File: src/rtl/tx_pkt_sched.sv
// Transmit scheduler: pulls 12-bit pixels from frame memory, packs pairs into
// 3 bytes and frames each payload run with sync word, header and packet index.
module tx_pkt_sched #(
    parameter int          PAYLOAD_PIX = 40,
    parameter int          TOTAL_PIX   = 38400,
    parameter int          DATA_LAT    = 5,
    parameter int          GAP_CYC     = 16,
    parameter logic [23:0] FRAME1      = 24'haab155,
    parameter logic [23:0] FRAME0      = 24'haa8d55,
    parameter logic [7:0]  HSYNC       = 8'h55
) (
    input  logic        Cclk,
    input  logic        rstn,
    input  logic        tran_en,
    input  logic        frame_odd,
    input  logic [11:0] tran_data,
    output logic        next_data,
    output logic [7:0]  byte_data,
    output logic        byte_valid,
    input  logic        byte_ready,
    output logic        pkt_start,
    output logic        pkt_last,
    output logic        frame_done,
    output logic        busy
);

    localparam int PP_W  = $clog2(PAYLOAD_PIX + 1);
    localparam int LAT_W = $clog2(DATA_LAT + 1);
    localparam int GAP_W = $clog2(GAP_CYC + 1);

    localparam logic [PP_W-1:0]  PAYLOAD_L = PP_W'(PAYLOAD_PIX);
    localparam logic [16:0]      TOTAL_L   = 17'(TOTAL_PIX);
    localparam logic [LAT_W-1:0] LAT_L     = LAT_W'(DATA_LAT);
    localparam logic [GAP_W-1:0] GAP_L     = GAP_W'(GAP_CYC - 1);

    typedef enum logic [2:0] {
        ST_IDLE, ST_SYNC, ST_HDR, ST_FETCH_A, ST_FETCH_B, ST_SEND, ST_GAP, ST_DONE
    } state_t;

    state_t            state_r, next_state_s;
    logic              tran_en_q_r, frame_odd_q_r;
    logic [16:0]       pix_cnt_r;
    logic [15:0]       pkt_idx_r;
    logic [PP_W-1:0]   pkt_pix_r;
    logic [LAT_W-1:0]  lat_cnt_r;
    logic [GAP_W-1:0]  gap_cnt_r;
    logic [1:0]        byte_idx_r;
    logic [11:0]       pa_r, pb_r;
    logic [7:0]        byte_data_r;
    logic              byte_valid_r, next_data_r, pkt_start_r, pkt_last_r, frame_done_r;

    logic              start_s, abort_s, send_state_s, xfer_s, last_byte_s;
    logic              fetch_done_s, pair_last_s, frame_end_s, gap_end_s;
    logic [1:0]        sel_idx_s;

    // Byte lanes of each send state are laid out as one 24-bit word, MSB byte first.
    function automatic logic [7:0] byte_sel(input state_t st, input logic [1:0] idx,
                                            input logic [23:0] sync, input logic [15:0] pidx,
                                            input logic [11:0] a, input logic [11:0] b);
        logic [23:0] w;
        case (st)
            ST_SYNC: w = sync;
            ST_HDR:  w = {HSYNC, pidx};
            ST_SEND: w = {a, b};
            default: w = 24'h000000;
        endcase
        case (idx)
            2'd0:    byte_sel = w[23:16];
            2'd1:    byte_sel = w[15:8];
            default: byte_sel = w[7:0];
        endcase
    endfunction

    assign start_s      = tran_en & ~tran_en_q_r;
    assign abort_s      = ~tran_en & (state_r != ST_IDLE) & (state_r != ST_DONE);
    assign send_state_s = (state_r == ST_SYNC) | (state_r == ST_HDR) | (state_r == ST_SEND);
    assign xfer_s       = byte_valid_r & byte_ready;
    assign last_byte_s  = xfer_s & (byte_idx_r == 2'd2);
    assign fetch_done_s = (lat_cnt_r == LAT_L);
    assign pair_last_s  = ((pkt_pix_r + PP_W'(2)) == PAYLOAD_L);
    assign frame_end_s  = (pix_cnt_r == TOTAL_L);
    assign gap_end_s    = (gap_cnt_r == GAP_L);
    assign sel_idx_s    = xfer_s ? (byte_idx_r + 2'd1) : byte_idx_r;

    // State register.
    always_ff @(posedge Cclk or negedge rstn) begin
        if (!rstn) begin
            state_r <= ST_IDLE;
        end else begin
            state_r <= next_state_s;
        end
    end

    // Next-state decode; abort overrides every transition out of an active state.
    always_comb begin
        next_state_s = state_r;
        case (state_r)
            ST_IDLE:    if (start_s) next_state_s = ST_SYNC; else next_state_s = ST_IDLE;
            ST_SYNC:    if (last_byte_s) next_state_s = ST_HDR; else next_state_s = ST_SYNC;
            ST_HDR:     if (last_byte_s) next_state_s = ST_FETCH_A; else next_state_s = ST_HDR;
            ST_FETCH_A: if (fetch_done_s) next_state_s = ST_FETCH_B; else next_state_s = ST_FETCH_A;
            ST_FETCH_B: if (fetch_done_s) next_state_s = ST_SEND; else next_state_s = ST_FETCH_B;
            ST_SEND: begin
                if (last_byte_s) next_state_s = pair_last_s ? ST_GAP : ST_FETCH_A;
                else             next_state_s = ST_SEND;
            end
            ST_GAP: begin
                if (frame_end_s)    next_state_s = ST_DONE;
                else if (gap_end_s) next_state_s = ST_SYNC;
                else                next_state_s = ST_GAP;
            end
            ST_DONE:    next_state_s = ST_IDLE;
            default:    next_state_s = ST_IDLE;
        endcase
        if (abort_s) begin
            next_state_s = ST_IDLE;
        end else begin
            next_state_s = next_state_s;
        end
    end

    // Datapath: counters, pixel capture and registered byte/strobe outputs.
    always_ff @(posedge Cclk or negedge rstn) begin
        if (!rstn) begin
            tran_en_q_r   <= 1'b1;  // a level already high out of reset is not an edge
            frame_odd_q_r <= 1'b0;
            pix_cnt_r     <= 17'd0;
            pkt_idx_r     <= 16'd0;
            pkt_pix_r     <= '0;
            lat_cnt_r     <= '0;
            gap_cnt_r     <= '0;
            byte_idx_r    <= 2'd0;
            pa_r          <= 12'd0;
            pb_r          <= 12'd0;
            byte_data_r   <= 8'd0;
            byte_valid_r  <= 1'b0;
            next_data_r   <= 1'b0;
            pkt_start_r   <= 1'b0;
            pkt_last_r    <= 1'b0;
            frame_done_r  <= 1'b0;
        end else begin
            tran_en_q_r <= tran_en;
            if ((state_r == ST_IDLE) && start_s) begin
                frame_odd_q_r <= frame_odd;
                pix_cnt_r     <= 17'd0;
                pkt_idx_r     <= 16'd0;
                pkt_pix_r     <= '0;
            end else if ((state_r == ST_SEND) && last_byte_s) begin
                pix_cnt_r <= pix_cnt_r + 17'd2;
                pkt_pix_r <= pair_last_s ? '0 : (pkt_pix_r + PP_W'(2));
                pkt_idx_r <= pair_last_s ? (pkt_idx_r + 16'd1) : pkt_idx_r;
            end

            if (abort_s || last_byte_s) byte_idx_r <= 2'd0;
            else if (xfer_s)            byte_idx_r <= byte_idx_r + 2'd1;

            if (abort_s || last_byte_s) begin
                byte_valid_r <= 1'b0;
                pkt_last_r   <= 1'b0;
            end else if (send_state_s && (!byte_valid_r || xfer_s)) begin
                byte_valid_r <= 1'b1;
                byte_data_r  <= byte_sel(state_r, sel_idx_s,
                                         frame_odd_q_r ? FRAME1 : FRAME0, pkt_idx_r, pa_r, pb_r);
                pkt_last_r   <= (state_r == ST_SEND) && (sel_idx_s == 2'd2) && pair_last_s;
            end

            if (((state_r == ST_FETCH_A) || (state_r == ST_FETCH_B)) && !fetch_done_s)
                lat_cnt_r <= lat_cnt_r + LAT_W'(1);
            else
                lat_cnt_r <= '0;
            if ((state_r == ST_FETCH_A) && fetch_done_s) pa_r <= tran_data;
            if ((state_r == ST_FETCH_B) && fetch_done_s) pb_r <= tran_data;

            gap_cnt_r    <= (state_r == ST_GAP) ? (gap_cnt_r + GAP_W'(1)) : '0;
            next_data_r  <= ((next_state_s == ST_FETCH_A) && (state_r != ST_FETCH_A)) ||
                            ((next_state_s == ST_FETCH_B) && (state_r != ST_FETCH_B));
            pkt_start_r  <= xfer_s && !abort_s && (state_r == ST_SYNC) && (byte_idx_r == 2'd0);
            frame_done_r <= (state_r == ST_GAP) && (next_state_s == ST_DONE);
        end
    end

    assign next_data  = next_data_r;
    assign byte_data  = byte_data_r;
    assign byte_valid = byte_valid_r;
    assign pkt_start  = pkt_start_r;
    assign pkt_last   = pkt_last_r;
    assign frame_done = frame_done_r;
    assign busy       = (state_r != ST_IDLE);

endmodule

File: config.mk
export PLATFORM = sky130hd
export DESIGN_NAME = tx_pkt_sched
export DESIGN_NICKNAME = d
export VERILOG_FILES = /design/src/rtl/tx_pkt_sched.sv
export SDC_FILE = /design/constraint.sdc
export NUM_CORES = 1
export LEC_CHECK = 0
export CAP_MARGIN = 25
export CORE_ASPECT_RATIO = 1.4
export CORE_MARGIN = 1
export CORE_UTILIZATION = 59
export DETAILED_ROUTE_END_ITERATION = 10
export PLACE_DENSITY = 0.8
export SYNTH_ARGS = -nofsm -noshare
export SYNTH_HDL_FRONTEND = slang
export SYNTH_SLANG_ARGS = --single-unit
File: constraint.sdc
create_clock -name Cclk -period 2.7 [get_ports Cclk]
set_input_delay 0.54 -clock Cclk [delete_from_list [all_inputs] [get_ports Cclk]]
set_output_delay 0.54 -clock Cclk [all_outputs]
set_load 0.05 [all_outputs]
==> parameters.txt <==
Parameter                              Value

Floorplanning
  Die height ... 108 µm
  Full die area ... 8390 µm²
  Floorplan row count ... 38
  Placeable Area ... 7750 µm²
  # IOs ... 31
  Initial standard-cell utilization of the core ... 61.0%
  Chip Width ... 77.7 µm

Power and ir drop
  Fraction of power spent switching nets ... 31.0%
  Power density over the cells ... 601 nW/µm²
  Part of the power in registers ... 45.5%
  Switching component of the power ... 0.000992 W
  Logic pwr share ... 22.5%
  Internal power consumption ... 0.00220 W
  Static power due to leakage ... 2.29 nW
  Peak supply drop ... 0.000534 V
  Share of total power in the clock network ... 31.9%

CTS
  Number of buffers inserted by post-CTS setup repair ... 0
  Worst-case clock buffer depth ... 2
  TritonCTS clock tree ... done
  Cts hold-fix bufs ... 0
  Number of clock sinks ... 89
  Resized cells post-CTS ... 0
  Level count of the clock H-tree ... 3
  Clock transition at the registers of the reported paths ... 90 ps
  TritonCTS buffer count ... 9
  Clock insertion delay at the later pin of the skew report ... 370 ps
  Clock tree root driver cell ... clkbuf_8

Route
  Iteration-0 DRC Markers ... 316
  Remaining design rule violation count ... 0
  DRT Pass-1 Iters ... 5
  Antenna violation net count after detailed routing ... 0
  Average wire per standard cell ... 17.1 µm
  Mean number of vias per cell ... 6.15
  Total detailed-routing wirelength ... 10500 µm
  Total via count in the routed design ... 3763

Timing
  Fmax ... 0.434 GHz
  Number of pins exceeding their max-slew limit in the final report ... 0
  Unrepaired setup endpoints after global routing ... false
  Clock period minus final worst setup slack ... 2310 ps
  Final worst-path cycle share ... 85.4%
  Setup violators final ... 0
  Measured slew at the worst slew-check pin ... 700 ps
  Final total negative setup slack ... 0 ps
  Final hold violations ... 0
  Setup skew after layout ... 17.2 ps
  Rel. slew slack ... 53.3%

Synth
  Share of synthesized area occupied by flip-flops and latches ... 47.1%
  Yosys warnings ... 0
  Synthesized netlist cell count ... 484
  Dominant synthesized flop cell ... dfrtp_1
  Leading cell types by total area after synthesis ... dfrtp_1 47%, mux2_2 5.7%, a21oi_1 3.9%
  Post-synthesis cell type with the largest combined area ... dfrtp_1
  Library cells used by synthesis ... 62
  Portion of synthesized cell area occupied by the leading cell type ... 46.5%
  Synthesized area per cell ... 9.77 µm²
  Nets in the synthesized netlist ... 510
  Number of enable-type register cells in the synthesized netlist ... 0
  Seq cells post-synth ... 89
  Ys async rst share ... 100%
  Area of the mapped netlist ... 4730 µm²

Setup path
  Critical path endpoint ... byte_data[4]
  Worst Setup Start Kind ... register
  Largest fanout on the critical path ... 16
  FF-to-FF End ... byte_data[4]
  Nature of the critical path endpoint ... register
  Setup slack, reg-to-reg ... 390 ps
  Crit-path slowest cell ... dfrtp_1
  Crit path DAT ... 2550 ps
  Kind of cell adding the most delay to the critical path ... simple AND/OR/NAND/NOR gates
  Number of buffer and inverter stages on the critical path ... 0
  Delay of the slowest cell on the worst path ... 610 ps
  Required time at the worst-slack endpoint ... 2950 ps
  Number of logic stages on the critical path including buffering ... 5
  Setup crit start ... state_r[1]
  Reg-to-reg startpoint ... state_r[1]
  Ordered list of cells on the worst path ... nand2b_1, a22oi_2, and2_1, a221oi_1, o21ai_1
  Number of cells traversed by the worst register-to-register path ... 5
  Startpoint-to-endpoint class of the critical path ... register to register

GRT
  Global-route wire length before repair ... 17300 µm
  Antenna violations before repair ... 0
  Grt ovf ... 0
  Maximum number of pins on one net before global-route repair ... 54
  Vias in the first global route ... 3662
  GRT Resource Usage Total ... 27.0%

Finish
  Filler cell count ... 608
  Non-filler instance count after layout ... 612
  Antenna fix cells ... 0
  Share of post-route cells with drive strength above 1 ... 12.1%
  Area growth, synth to finish ... 12.4%
  Final layout net count ... 533

Status
  Result of the run ... complete, no violations

Placement
  Post-DP HPWL ... 7520 µm
  I/O Buffers ... 30
  Final weighted congestion of routability-driven global placement ... 0.932
  Count of placed standard cells including taps ... 596

Run
  Max-cap viol count ... 0

Hold path
  HP Class ... primary input to async pin
## metal layers
| layer | GRT usage, % | routed length, µm |
|---|---|---|
| met5 | 0 | 0 |
| met3 | 5.32 | 495 |
| met2 | 48.2 | 5480 |
| met1 | 31.6 | 4250 |
| met4 | 11.1 | 220 |
## how the worst min path moves through the flow
stage | endpoint | cells after the start
after floorplan | byte_data[0] | 0
after global placement | gap_cnt_r[0] | 1
after detailed placement | gap_cnt_r[0] | 1
after CTS | lat_cnt_r[2] | 1
after global routing | lat_cnt_r[2] | 1
final | lat_cnt_r[2] | 1
## worst register-to-register path, stage by stage (launching register included)
cell and delay [ps]:
dfrtp_1 610, nand2b_1 610, a22oi_2 180, and2_1 280, a221oi_1 400, o21ai_1 110
## Yosys cell counts, types with 4 or more instances
cell	instances
a21oi_1	37
and3_1	8
buf_1	4
buf_2	8
buf_6	4
clkbuf_1	10
dfrtp_1	88
ha_1	9
inv_1	14
mux2_2	24
mux2i_1	4
nand2_1	45
nand2b_1	8
nand3_1	15
nand4_1	12
nor2_1	43
nor2b_1	7
nor3_1	10
nor4_1	4
o21ai_0	24
o22ai_1	4
o31ai_1	11
or3_1	9
or4_1	7
xnor2_1	12
xor2_1	8
## stage by stage
step / total power (W) / utilization (%) / hold WS (ps) / setup WS, ps / area, µm²
2_1_floorplan: 0.00193 / - / 244 / 515 / 4730
3_3_place_gp: 0.00216 / 65.7 / 448 / 248 / 5090
3_5_place_dp: 0.00219 / 65.7 / 463 / 226 / 5090
4_1_cts: 0.00321 / 68.6 / 115 / 424 / 5320
5_1_grt: 0.00332 / 68.6 / 146 / 298 / 5320
6_report: 0.00320 / 68.6 / 106 / 394 / 5320
## power groups by stage
| stage | Clock (W) | Sequential [W] | Combinational [W] |
|---|---|---|---|
| 3_5_place_dp | 0 | 0.00148 | 0.000706 |
| 5_1_grt | 0.00109 | 0.00146 | 0.000766 |
| 4_1_cts | 0.00104 | 0.00145 | 0.000713 |
| 2_1_floorplan | 0 | 0.00162 | 0.000310 |
| 6_report | 0.00102 | 0.00145 | 0.000720 |
| 3_3_place_gp | 0 | 0.00147 | 0.000689 |
## sequential cells by signal, indices dropped and copies added (netlist names)
signal,flops
frame_done,1
pkt_pix_r,5
state_r,3
pkt_start,1
frame_odd_q_r,1
pkt_last,1
pix_cnt_r,16
byte_idx_r,2
pa_r,12
lat_cnt_r,3
pb_r,12
gap_cnt_r,5
byte_data,8
tran_en_q_r,1
byte_valid,1
next_data,1
pkt_idx_r,16
## area by class of cell
type,count,area [µm²],area share [%]
clock inverter,4,76.3,1.44
sequential,89,2230,41.9
multi-input combinational,353,2310,43.4
inverter,14,52.6,0.988
clock buffer,12,145,2.73
tap,100,125,2.35
timing repair buffer,40,383,7.20
## placed cells by master, fill, tap and decap left out, types with 12 or more instances in the layout
| master | n |
|---|---|
| dfrtp_1 | 88 |
| nand2_1 | 45 |
| nor2_1 | 43 |
| a21oi_1 | 37 |
| clkdlybuf4s50_1 | 28 |
| o21ai_0 | 24 |
| mux2_2 | 24 |
| nand3_1 | 15 |
| inv_1 | 14 |
| nand4_1 | 12 |
| xnor2_1 | 12 |
## kinds of logic (layout without fill, tap and decap cells)
logic type               count (synthesis)  count (layout)  synth area share [%]
AND/OR/NAND/NOR                        189             189                  21.2
adder cells (fa/ha/maj)                  9               9                  2.38
XOR/XNOR                                20              20                  3.70
buffers and inverters                   42              70                  4.34
AO/OA/AOI/OAI                          106             106                  14.4
multiplexers                            29              29                  6.80
flip-flops                              89              89                  47.1
No activity file was read; power rests on OpenSTA's default activity.
